`config.mk`:
```
export PLATFORM = sky130hd
export DESIGN_NAME = hazard_ctrl
export DESIGN_NICKNAME = d
export VERILOG_FILES = /design/src/rtl/hazard_ctrl.sv
export SDC_FILE = /design/constraint.sdc
export NUM_CORES = 1
export LEC_CHECK = 0
export ABC_CLOCK_PERIOD_IN_PS = 3500
export CAP_MARGIN = 20
export CORE_AREA = 2 2 64 66
export CTS_BUF_LIST = sky130_fd_sc_hd__clkbuf_4 sky130_fd_sc_hd__clkbuf_8
export DETAILED_ROUTE_END_ITERATION = 8
export DIE_AREA = 0 0 66 68
export PLACE_DENSITY = 0.85
export SYNTH_ARGS = -nofsm -noshare
export SYNTH_HDL_FRONTEND = slang
export SYNTH_SLANG_ARGS = --single-unit
export TNS_END_PERCENT = 30
```
`constraint.sdc`:
```
create_clock -name i_clk -period 3.5 [get_ports i_clk]
set_input_delay 0.525 -clock i_clk [delete_from_list [all_inputs] [get_ports i_clk]]
set_output_delay 0.525 -clock i_clk [all_outputs]
set_load 0.05 [all_outputs]
```
`src/rtl/hazard_ctrl.sv`:
```
`default_nettype none
// +--------------------------------------------------------------------------+
// | Module      : hazard_ctrl                                                |
// | Description : Execute-stage hazard controller for the 5-stage core.      |
// |               Tracks EX/MEM/WB destinations in a shadow pipeline and     |
// |               produces registered forward-select codes, the load-use     |
// |               stall and the taken-branch flush/bubble controls.          |
// |               Optional macro HAZARD_PERF_CNT_EN adds stall/flush         |
// |               performance counters.                                      |
// | Revision    : 1.0  initial release                                       |
// +--------------------------------------------------------------------------+
module hazard_ctrl #(
   parameter int REG_AW = 5,
   parameter int CNT_W  = 32
) (
   input  logic              i_clk,
   input  logic              i_rst_n,
   input  logic [REG_AW-1:0] i_id_rs1_addr,
   input  logic [REG_AW-1:0] i_id_rs2_addr,
   input  logic              i_id_rs1_used,
   input  logic              i_id_rs2_used,
   input  logic              i_id_imme_sel,
   input  logic [REG_AW-1:0] i_id_rd_addr,
   input  logic              i_id_rd_wren,
   input  logic              i_id_mem_rden,
   input  logic              i_ex_br_taken,
   input  logic              i_pipe_hold,
   output logic [1:0]        o_forward_A,
   output logic [1:0]        o_forward_B,
   output logic              o_stall_if_id,
   output logic              o_flush_if_id,
   output logic              o_flush_id_ex,
   output logic [CNT_W-1:0]  o_stall_cnt,
   output logic [CNT_W-1:0]  o_flush_cnt
);

   localparam logic [1:0] c_FWD_REG = 2'd0;
   localparam logic [1:0] c_FWD_WB  = 2'd1;
   localparam logic [1:0] c_FWD_MEM = 2'd2;

   // Shadow pipeline entries
   logic [REG_AW-1:0] r_ex_rd;
   logic              r_ex_wren;
   logic              r_ex_load;
   logic [REG_AW-1:0] r_mem_rd;
   logic              r_mem_wren;
   logic              r_mem_load;
   logic [REG_AW-1:0] r_wb_rd;
   logic              r_wb_wren;

   logic [1:0]        r_forward_a;
   logic [1:0]        r_forward_b;

   logic [1:0]        w_fwd_a;
   logic [1:0]        w_fwd_b;
   logic              w_rs2_reg;
   logic              w_load_use;
   logic              w_active;

   // The WB entry and the MEM load flag are kept for a complete shadow of the
   // pipe; the write-first register file makes them unnecessary for steering.
   logic              w_unused_shadow;
   assign w_unused_shadow = ^{r_wb_rd, r_wb_wren, r_mem_load};

   // Forward code for one source as seen after the next edge: the current EX
   // entry will sit in MEM (code 2), the current MEM entry in WB (code 1).
   // A load in EX never forwards; that case is resolved by the load-use bubble.
   function automatic logic [1:0] fwd_code(input logic [REG_AW-1:0] src,
                                           input logic              used);
      logic [1:0] code;
      code = c_FWD_REG;
      if (used && (src != '0)) begin
         if (r_ex_wren && !r_ex_load && (r_ex_rd == src)) begin
            code = c_FWD_MEM;
         end else if (r_mem_wren && (r_mem_rd == src)) begin
            code = c_FWD_WB;
         end
      end
      return code;
   endfunction

   // Forward codes, load-use detection and same-cycle stall/flush controls
   always_comb begin
      w_rs2_reg  = i_id_rs2_used && !i_id_imme_sel;
      w_fwd_a    = fwd_code(i_id_rs1_addr, i_id_rs1_used);
      w_fwd_b    = fwd_code(i_id_rs2_addr, w_rs2_reg);
      w_load_use = r_ex_load && r_ex_wren && (r_ex_rd != '0) &&
                   ((i_id_rs1_used && (i_id_rs1_addr == r_ex_rd)) ||
                    (w_rs2_reg     && (i_id_rs2_addr == r_ex_rd)));
      w_active      = i_rst_n && !i_pipe_hold;
      o_flush_if_id = w_active && i_ex_br_taken;
      o_flush_id_ex = w_active && (i_ex_br_taken || w_load_use);
      o_stall_if_id = w_active && w_load_use && !i_ex_br_taken;
   end

   // Shadow pipeline advance and registered forward codes; frozen on hold
   always_ff @(posedge i_clk or negedge i_rst_n) begin
      if (!i_rst_n) begin
         r_ex_rd     <= '0;
         r_ex_wren   <= 1'b0;
         r_ex_load   <= 1'b0;
         r_mem_rd    <= '0;
         r_mem_wren  <= 1'b0;
         r_mem_load  <= 1'b0;
         r_wb_rd     <= '0;
         r_wb_wren   <= 1'b0;
         r_forward_a <= c_FWD_REG;
         r_forward_b <= c_FWD_REG;
      end else if (!i_pipe_hold) begin
         r_wb_rd    <= r_mem_rd;
         r_wb_wren  <= r_mem_wren;
         r_mem_rd   <= r_ex_rd;
         r_mem_wren <= r_ex_wren;
         r_mem_load <= r_ex_load;
         if (o_flush_id_ex) begin
            r_ex_rd     <= '0;
            r_ex_wren   <= 1'b0;
            r_ex_load   <= 1'b0;
            r_forward_a <= c_FWD_REG;
            r_forward_b <= c_FWD_REG;
         end else begin
            r_ex_rd     <= i_id_rd_addr;
            r_ex_wren   <= i_id_rd_wren;
            r_ex_load   <= i_id_mem_rden;
            r_forward_a <= w_fwd_a;
            r_forward_b <= w_fwd_b;
         end
      end
   end

   assign o_forward_A = r_forward_a;
   assign o_forward_B = r_forward_b;

`ifdef HAZARD_PERF_CNT_EN
   logic [CNT_W-1:0] r_stall_cnt;
   logic [CNT_W-1:0] r_flush_cnt;

   // Count load-use stalls and taken-branch flushes; both wrap naturally
   always_ff @(posedge i_clk or negedge i_rst_n) begin
      if (!i_rst_n) begin
         r_stall_cnt <= '0;
         r_flush_cnt <= '0;
      end else begin
         if (o_stall_if_id) begin
            r_stall_cnt <= r_stall_cnt + 1'b1;
         end
         if (o_flush_if_id) begin
            r_flush_cnt <= r_flush_cnt + 1'b1;
         end
      end
   end

   assign o_stall_cnt = r_stall_cnt;
   assign o_flush_cnt = r_flush_cnt;
`else
   assign o_stall_cnt = '0;
   assign o_flush_cnt = '0;
`endif

endmodule
`default_nettype wire

```
Yosys cells after proc, flatten, opt, wreduce, memory -nomap -nowiden
Index checks and enable logic that the tools add are counted.
{"block": "word_totals", "word_cells": 51, "inputBits": 24, "out_inout_bits": 71, "regBits": 17}
{"block": "op_classes", "n_mux": 11, "reduce_logical": 27, "n_eq_ne": 6}
{"operator": "equality test 5 bit", "n": 6}
{"operator": "logical AND 1 bit", "n": 18}
{"operator": "nonzero test 5 bit", "n": 3}
{"operator": "two-way mux 2 bit", "n": 6}
{"operator": "two-way mux 5 bit", "n": 1}
{"operator": "logical NOT 1 bit", "n": 4}
{"operator": "two-way mux 1 bit", "n": 4}
{"operator": "logical OR 1 bit", "n": 2}

Longest topological paths before layout
Gate-level depths: netlist of the first run.
{"block": "depth", "depth_word": 8, "depth_mapped": 6, "ltp_nobuf": 5}

Worst setup path after synthesis of the first run
No wires, ideal clock.
{"block": "synth_timing", "path_kind": "input-to-output", "start": "input port i_id_rs2_addr[0]", "end": "output port o_stall_if_id", "n_path_buf": 1, "path_stages": 6, "path_slack_ns": 0.904, "required_ns": 2.975, "arrival_ns": 2.071, "cell_sequence": "nor2b_1 -> a2111o_1 -> nor4_1 -> a31oi_1 -> buf_4 -> nor2_1"}
{"block": "synth_between", "elab_chain_len": 6}
{"item": "start: declaration", "line_no": "19", "rtl": "input logic [REG_AW-1:0] i_id_rs2_addr,"}
{"item": "equality test 5 bit", "line_no": "89", "rtl": "(w_rs2_reg && (i_id_rs2_addr == r_ex_rd)));"}
{"item": "logical AND 1 bit", "line_no": "89"}
{"item": "logical OR 1 bit", "line_no": "88", "rtl": "((i_id_rs1_used && (i_id_rs1_addr == r_ex_rd)) ||"}
{"item": "logical AND 1 bit", "line_no": "87", "rtl": "w_load_use = r_ex_load && r_ex_wren && (r_ex_rd != '0) &&"}
{"item": "logical AND 1 bit (2 in a row)", "line_no": "93", "rtl": "o_stall_if_id = w_active && w_load_use && !i_ex_br_taken;"}
{"item": "end: declaration", "line_no": "30", "rtl": "output logic o_stall_if_id,"}
No other way between the ends.

Final worst setup path of the first run
{"block": "layout_timing", "start": "register r_ex_rd[1]", "end": "output port o_flush_id_ex"}
{"block": "layout_between", "elab_chain_len": 6, "elab_cells_between_ends": 10, "classes_between": "2 x eq/ne; 8 x reduce/logical"}
{"item": "start: declaration", "line_no": "42", "rtl": "logic [REG_AW-1:0] r_ex_rd;"}
{"item": "start signal: assignment", "line_no": "122", "rtl": "r_ex_rd <= i_id_rd_addr;"}
{"item": "equality test 5 bit, on equally long branches", "line_no": "88, 89"}
{"item": "logical AND 1 bit, on equally long branches", "line_no": "88, 89"}
{"item": "logical OR 1 bit", "line_no": "88"}
{"item": "logical AND 1 bit *", "line_no": "87"}
{"item": "logical OR 1 bit *", "line_no": "92", "rtl": "o_flush_id_ex = w_active && (i_ex_br_taken || w_load_use);"}
{"item": "logical AND 1 bit *", "line_no": "92"}
{"item": "end: declaration", "line_no": "32", "rtl": "output logic o_flush_id_ex,"}
Every way passes the cells marked *; elsewhere a longest branch is shown, timed or not.

==> impl_metrics.env, run 1 <==
export IMPL_status="finished clean"
export IMPL_setup_ws_ps=279
export IMPL_gp_congestion=0.895
export IMPL_power_frac_seq_pct=36.4
export IMPL_p_sw_mw=0.293
export IMPL_cts_clk_slew_worst_paths_ps=70
export IMPL_cts_tree="yes"
export IMPL_layout_drive_gt1_share_pct=8.02
export IMPL_viasPerCell=4.28
export IMPL_cts_buffers=3
export IMPL_reg2reg_depth=5
export IMPL_cts_root_buf="clkbuf_8"
export IMPL_switching_share_pct=45.1
export IMPL_antenna_found_initial=0
export IMPL_maxCapViolCount=0
export IMPL_clk_latency_ps=260
export IMPL_p_int_mw=0.357
export IMPL_hp_class="register to register"
export IMPL_path_cells="or4_1 -> nor2_1 -> nor2_1 -> a31oi_1 -> or2b_1 -> buf_4"
export IMPL_core_area_mm2=0.00386
export IMPL_post_place_ws_ps=356
export IMPL_avgSynthCellArea_um2=9.49
export IMPL_layout_commonest_cell="conb_1"
export IMPL_wl_per_cell_um=11.4
export IMPL_ir_worst_vdd_mv=0.214
export IMPL_initial_utilization_pct=38.2
export IMPL_die_h_um=68
export IMPL_finClkSkew_ps=1.53
export IMPL_rows=23
export IMPL_dr_pass1_iters=4
export IMPL_combPwrFrac_pct=40.2
export IMPL_clock_sinks=17
export IMPL_cts_resized=0
export IMPL_routed_wl_um=2710
export IMPL_syn_to_final_growth_pct=11.1
export IMPL_worst_ep_required_time_ps=2970
export IMPL_hold_depth=2
export IMPL_setup_viol=0
export IMPL_synth_seq_cells=17
export IMPL_post_route_period_util_pct=92.0
export IMPL_synth_async_reset_ratio_pct=100
export IMPL_synth_cells=155
export IMPL_synth_top_area_share_pct=33.2
export IMPL_synth_edff_count=0
export IMPL_place_hpwl_um=2150
export IMPL_drt_iter0_drc=25
export IMPL_grt_pass1_vias=924
export IMPL_maxSlewViolCount=0
export IMPL_grt_max_degree=20
export IMPL_grt_use_total_pct=12.5
export IMPL_seq_area_frac_synth_pct=28.9
export IMPL_critPathMostFrequentCell="nor2_1"
export IMPL_pwr_share_clk_pct=23.4
export IMPL_synth_main_ff_cell="dfrtp_1"
export IMPL_yosys_warnings=0
export IMPL_path_class="register to output port"
export IMPL_die_area_mm2=0.00449
export IMPL_num_nets_final=212
export IMPL_boundaryPins=95
export IMPL_end_kind="output port"
export IMPL_cp_slowest_cell="a31oi_1"
export IMPL_fmax_mhz=310
export IMPL_htreeDepth=1
export IMPL_fin_setup_tns_ps=0
export IMPL_p_leak_nw=0.758
export IMPL_synthDistinctLibCells=29
export IMPL_tightest_slew_ps=973
export IMPL_io_buffers=30
export IMPL_antenna_cells=0
export IMPL_overflow=0
export IMPL_crit_arrival_ps=2700
export IMPL_ant_nets=0
export IMPL_hold_buffers=0
export IMPL_synth_area_mm2=0.00147
export IMPL_grt_first_pass_wirelength_um=4240
export IMPL_final_core_util_pct=42.4
export IMPL_die_w_um=66
export IMPL_hold_violations=0
export IMPL_path_max_fanout=11
export IMPL_grt_setup_unrepaired="false"
export IMPL_final_cell_mix="conb_1 (64), clkdlybuf4s50_1 (27), dfrtp_1 (17)"
export IMPL_start_kind="register"
export IMPL_cpPeakStageDelay_ps=780
export IMPL_num_vias=1015
export IMPL_cts_setup_buffers=0
export IMPL_powerDensity_mw_per_mm2=397
export IMPL_clk_path_buf_depth=2
export IMPL_yosys_area_top_type="buf_4"
export IMPL_fin_crit_ps=3220
export IMPL_relSlewSlack_pct=34.9
export IMPL_route_detailed_drc=0
export IMPL_ys_top_cells_by_area="buf_4 (33%), dfrtp_1 (29%), a32o_1 (6.8%)"
[sequential cells by signal (all words and copies together), names as in the netlist]
register,count
r_ex_rd,5
r_mem_rd,5
o_forward_A,2
o_forward_B,2
r_ex_load,1
r_ex_wren,1
r_mem_wren,1
[critical path: cells and delay by family (launching register included)]
family,cells,cell delay (ps)
AOI/OAI and AO/OA,1,780
buffers and inverters,1,190
DFF,1,450
and+or+nand+nor,4,1010
[cell families after synthesis]
kind of cell           Yosys count  synth area share (%)
AO/OA/AOI/OAI                   20                  12.2
multiplexers                     5                  3.83
other                            1                 0.255
XOR/XNOR                        18                  10.7
AND/OR/NAND/NOR                 25                  9.35
buffers and inverters           69                  34.7
flip-flops                      17                  28.9
[power by group through the flow]
stage          Sequential [mW]  Combinational [mW]  Clock [mW]
3_5_place_dp             0.240               0.259           0
4_1_cts                  0.237               0.260       0.158
6_report                 0.237               0.261       0.152
5_1_grt                  0.239               0.278       0.162
2_1_floorplan            0.234               0.268           0
3_3_place_gp             0.239               0.256           0
[cell type report]
type	count	area [um^2]
clock buffers	3	41.3
clock inverters	1	5.00
fillers	391	2220
inverters	2	7.51
multi-input cells	132	772
flip-flops and latches	17	425
well taps	50	62.6
repair buffers	32	320
[worst paths after layout]
path | start | endpoint | slack, ps
max reg2reg | r_ex_rd[1] | r_ex_wren | 1180
max | r_ex_rd[1] | o_flush_id_ex | 280
min | o_forward_A[1] | o_forward_A[1] | 490
max in group asynchronous | i_rst_n | r_mem_rd[1] | 2650
min reg2reg | o_forward_A[1] | o_forward_A[1] | 490
min in group asynchronous | i_rst_n | r_ex_rd[4] | 650
[synthesized netlist by cell type (all sizes together) (2+ instances only)]
cell type / instances
a21oi: 3
nand3: 3
xor2: 9
inv: 2
or4: 3
a32o: 10
nand4: 2
nor2: 4
xnor2: 9
nor3: 2
nand2: 3
buf: 66
dfrtp: 17
mux2: 5
nor2b: 4
o21ai: 2
[routing by layer]
layer | global-route usage [%] | up-vias | part of all wire (%)
li1 | - | 467 | -
met1 | 14.6 | 470 | 38
met2 | 21.5 | 73 | 49
met3 | 2.80 | 5 | 10
met4 | 6.38 | 0 | 2.0
met5 | 0 | - | 0
[metrics by stage]
stage / hold WS, ps / std cells / cell area (um^2) / power, mW
final: 492 / 237 / 1630 / 0.649
after global routing: 533 / 237 / 1630 / 0.680
after CTS: 497 / 237 / 1630 / 0.655
after detailed placement: 481 / 233 / 1590 / 0.499
after global placement: 471 / 233 / 1590 / 0.495
after floorplan: 229 / 218 / 1710 / 0.502
(Power assumes the default switching activity.)
==> run 2: changes to the inputs <==
--- a/config.mk
+++ b/config.mk
@@ -11,7 +11,7 @@
 export CTS_BUF_LIST = sky130_fd_sc_hd__clkbuf_4 sky130_fd_sc_hd__clkbuf_8
 export DETAILED_ROUTE_END_ITERATION = 8
 export DIE_AREA = 0 0 66 68
-export PLACE_DENSITY = 0.85
+export PLACE_DENSITY = 0.82
 export SYNTH_ARGS = -nofsm -noshare
 export SYNTH_HDL_FRONTEND = slang
 export SYNTH_SLANG_ARGS = --single-unit
==> impl_metrics.env, run 2 (synthesized netlist as in run 1, its figures left out) <==
export IMPL_drt_iter0_drc=10
export IMPL_antenna_found_initial=0
export IMPL_reg_top3="r_ex_rd (5), r_mem_rd (5)"
export IMPL_p_sw_mw=0.289
export IMPL_cts_resized=0
export IMPL_grt_pass1_vias=920
export IMPL_viasPerCell=4.21
export IMPL_crit_arrival_ps=2720
export IMPL_post_place_ws_ps=376
export IMPL_syn_to_final_growth_pct=11.1
export IMPL_tightest_slew_ps=977
export IMPL_powerDensity_mw_per_mm2=395
export IMPL_crit_family="simple AND/OR/NAND/NOR gates"
export IMPL_power_frac_seq_pct=36.8
export IMPL_n_fill_cell=413
export IMPL_clock_sinks=17
export IMPL_cts_clk_slew_worst_paths_ps=60
export IMPL_boundaryPins=95
export IMPL_p_leak_nw=0.758
export IMPL_cts_tree="yes"
export IMPL_maxCapViolCount=0
export IMPL_relSlewSlack_pct=34.5
export IMPL_final_cell_mix="conb_1 (64), clkdlybuf4s50_1 (27), dfrtp_1 (17)"
export IMPL_antenna_cells=0
export IMPL_setup_viol=0
export IMPL_layout_drive_gt1_share_pct=8.02
export IMPL_die_h_um=68
export IMPL_htreeDepth=1
export IMPL_grt_setup_unrepaired="false"
export IMPL_maxSlewViolCount=0
export IMPL_finClkSkew_ps=0.633
export IMPL_clk_path_buf_depth=2
export IMPL_combPwrFrac_pct=40.3
export IMPL_grt_first_pass_wirelength_um=4260
export IMPL_core_area_mm2=0.00386
export IMPL_route_detailed_drc=0
export IMPL_io_buffers=30
export IMPL_status="finished clean"
export IMPL_switching_share_pct=44.8
export IMPL_start_kind="register"
export IMPL_grt_max_degree=20
export IMPL_r2r_end="r_ex_rd[2]"
export IMPL_rows=23
export IMPL_path_cells="or4_1 -> nor2_1 -> nor2_1 -> a31oi_1 -> or2b_1 -> buf_4"
export IMPL_p_int_mw=0.357
export IMPL_num_vias=997
export IMPL_hold_depth=2
export IMPL_place_hpwl_um=2220
export IMPL_layout_commonest_cell="conb_1"
export IMPL_min_from="o_forward_A[1]"
export IMPL_post_route_period_util_pct=92.8
export IMPL_wl_per_cell_um=11.5
export IMPL_path_class="register to output port"
export IMPL_die_w_um=66
export IMPL_end_kind="output port"
export IMPL_pwr_share_clk_pct=22.9
export IMPL_reg2reg_depth=5
export IMPL_grt_use_total_pct=12.6
export IMPL_initial_utilization_pct=38.2
export IMPL_ant_nets=0
export IMPL_die_area_mm2=0.00449
export IMPL_ir_worst_vdd_mv=0.251
export IMPL_hold_buffers=0
export IMPL_min_to="o_forward_A[1]"
export IMPL_reg2reg_setup_slack_ps=1150
export IMPL_overflow=0
export IMPL_path_max_fanout=11
export IMPL_cpPeakStageDelay_ps=780
export IMPL_fin_setup_tns_ps=0
export IMPL_ff_latch_area_um2=425
export IMPL_cts_root_buf="clkbuf_8"
export IMPL_clk_latency_ps=260
export IMPL_hold_violations=0
export IMPL_gp_congestion=0.882
export IMPL_multi_input_comb_area_um2=772
export IMPL_cts_setup_buffers=0
export IMPL_hp_class="register to register"
export IMPL_dr_pass1_iters=4
export IMPL_cp_slowest_cell="a31oi_1"
export IMPL_crit_buf_inv=1
export IMPL_setup_ws_ps=251
export IMPL_worst_ep_required_time_ps=2970
export IMPL_num_nets_final=212
export IMPL_cts_buffers=3
export IMPL_fmax_mhz=308
export IMPL_critPathMostFrequentCell="nor2_1"
export IMPL_fin_crit_ps=3250
export IMPL_reg2reg_from="r_ex_rd[1]"
export IMPL_routed_wl_um=2720
==> run 2: cell counts in the layout (fill, tap and decap cells not counted) <==
Identical to the previous run, type by type.
==> run 2: per-layer routing <==
layer	wire [um]	part of all wire (%)	vias up	GRT usage, %
li1	-	-	468	-
met1	1130	41	470	14.1
met2	1370	50	53	23.0
met3	176	6.5	6	1.97
met4	51	1.9	0	6.89
met5	0	0	-	0
==> run 2: worst reg2reg max path, stage by stage, from the launching register on <==
cell and delay (ps):
dfrtp_1 470, or4_1 540, nor2_1 130, nor2_1 60, a31oi_1 780, a32o_1 290
==> run 2: per-stage QoR <==
stage | cell area [um^2] | total power, mW | std cells | hold slack (ps) | utilization [%]
after floorplan | 1710 | 0.502 | 218 | 229 | -
after global placement | 1590 | 0.496 | 233 | 468 | 41.2
after detailed placement | 1590 | 0.500 | 233 | 476 | 41.2
after CTS | 1630 | 0.648 | 237 | 492 | 42.4
after global routing | 1630 | 0.678 | 237 | 541 | 42.4
final | 1630 | 0.646 | 237 | 485 | 42.4
==> run 2: how the worst max path moves through the flow <==
stage                      from             to  slack [ps]  cells after the start
6_report             r_ex_rd[1]  o_flush_id_ex         250                      6
5_1_grt              r_ex_rd[1]  o_flush_id_ex          70                      6
4_1_cts              r_ex_rd[1]  o_flush_id_ex         290                      6
3_5_place_dp   i_id_rs2_addr[3]  o_flush_id_ex         380                      7
3_3_place_gp   i_id_rs2_addr[2]  o_flush_id_ex         390                      7
2_1_floorplan  i_id_rs2_addr[0]  o_stall_if_id         900                      6
==> run 2: cell type report <==
type,instances,share of cell area (%)
Clock buffer,3,2.53
Clock inverter,1,0.306
Inverter,2,0.459
Multi-Input combinational cell,132,47.2
Sequential cell,17,26.0
Tap cell,50,3.83
Timing Repair Buffer,32,19.6
==> run 2: power groups by stage <==
stage / Combinational, mW / Sequential [mW] / Clock (mW)
floorplan: 0.268 / 0.234 / 0
global placement: 0.257 / 0.239 / 0
detailed placement: 0.259 / 0.241 / 0
CTS: 0.260 / 0.237 / 0.151
global route: 0.278 / 0.240 / 0.160
finish: 0.261 / 0.238 / 0.148
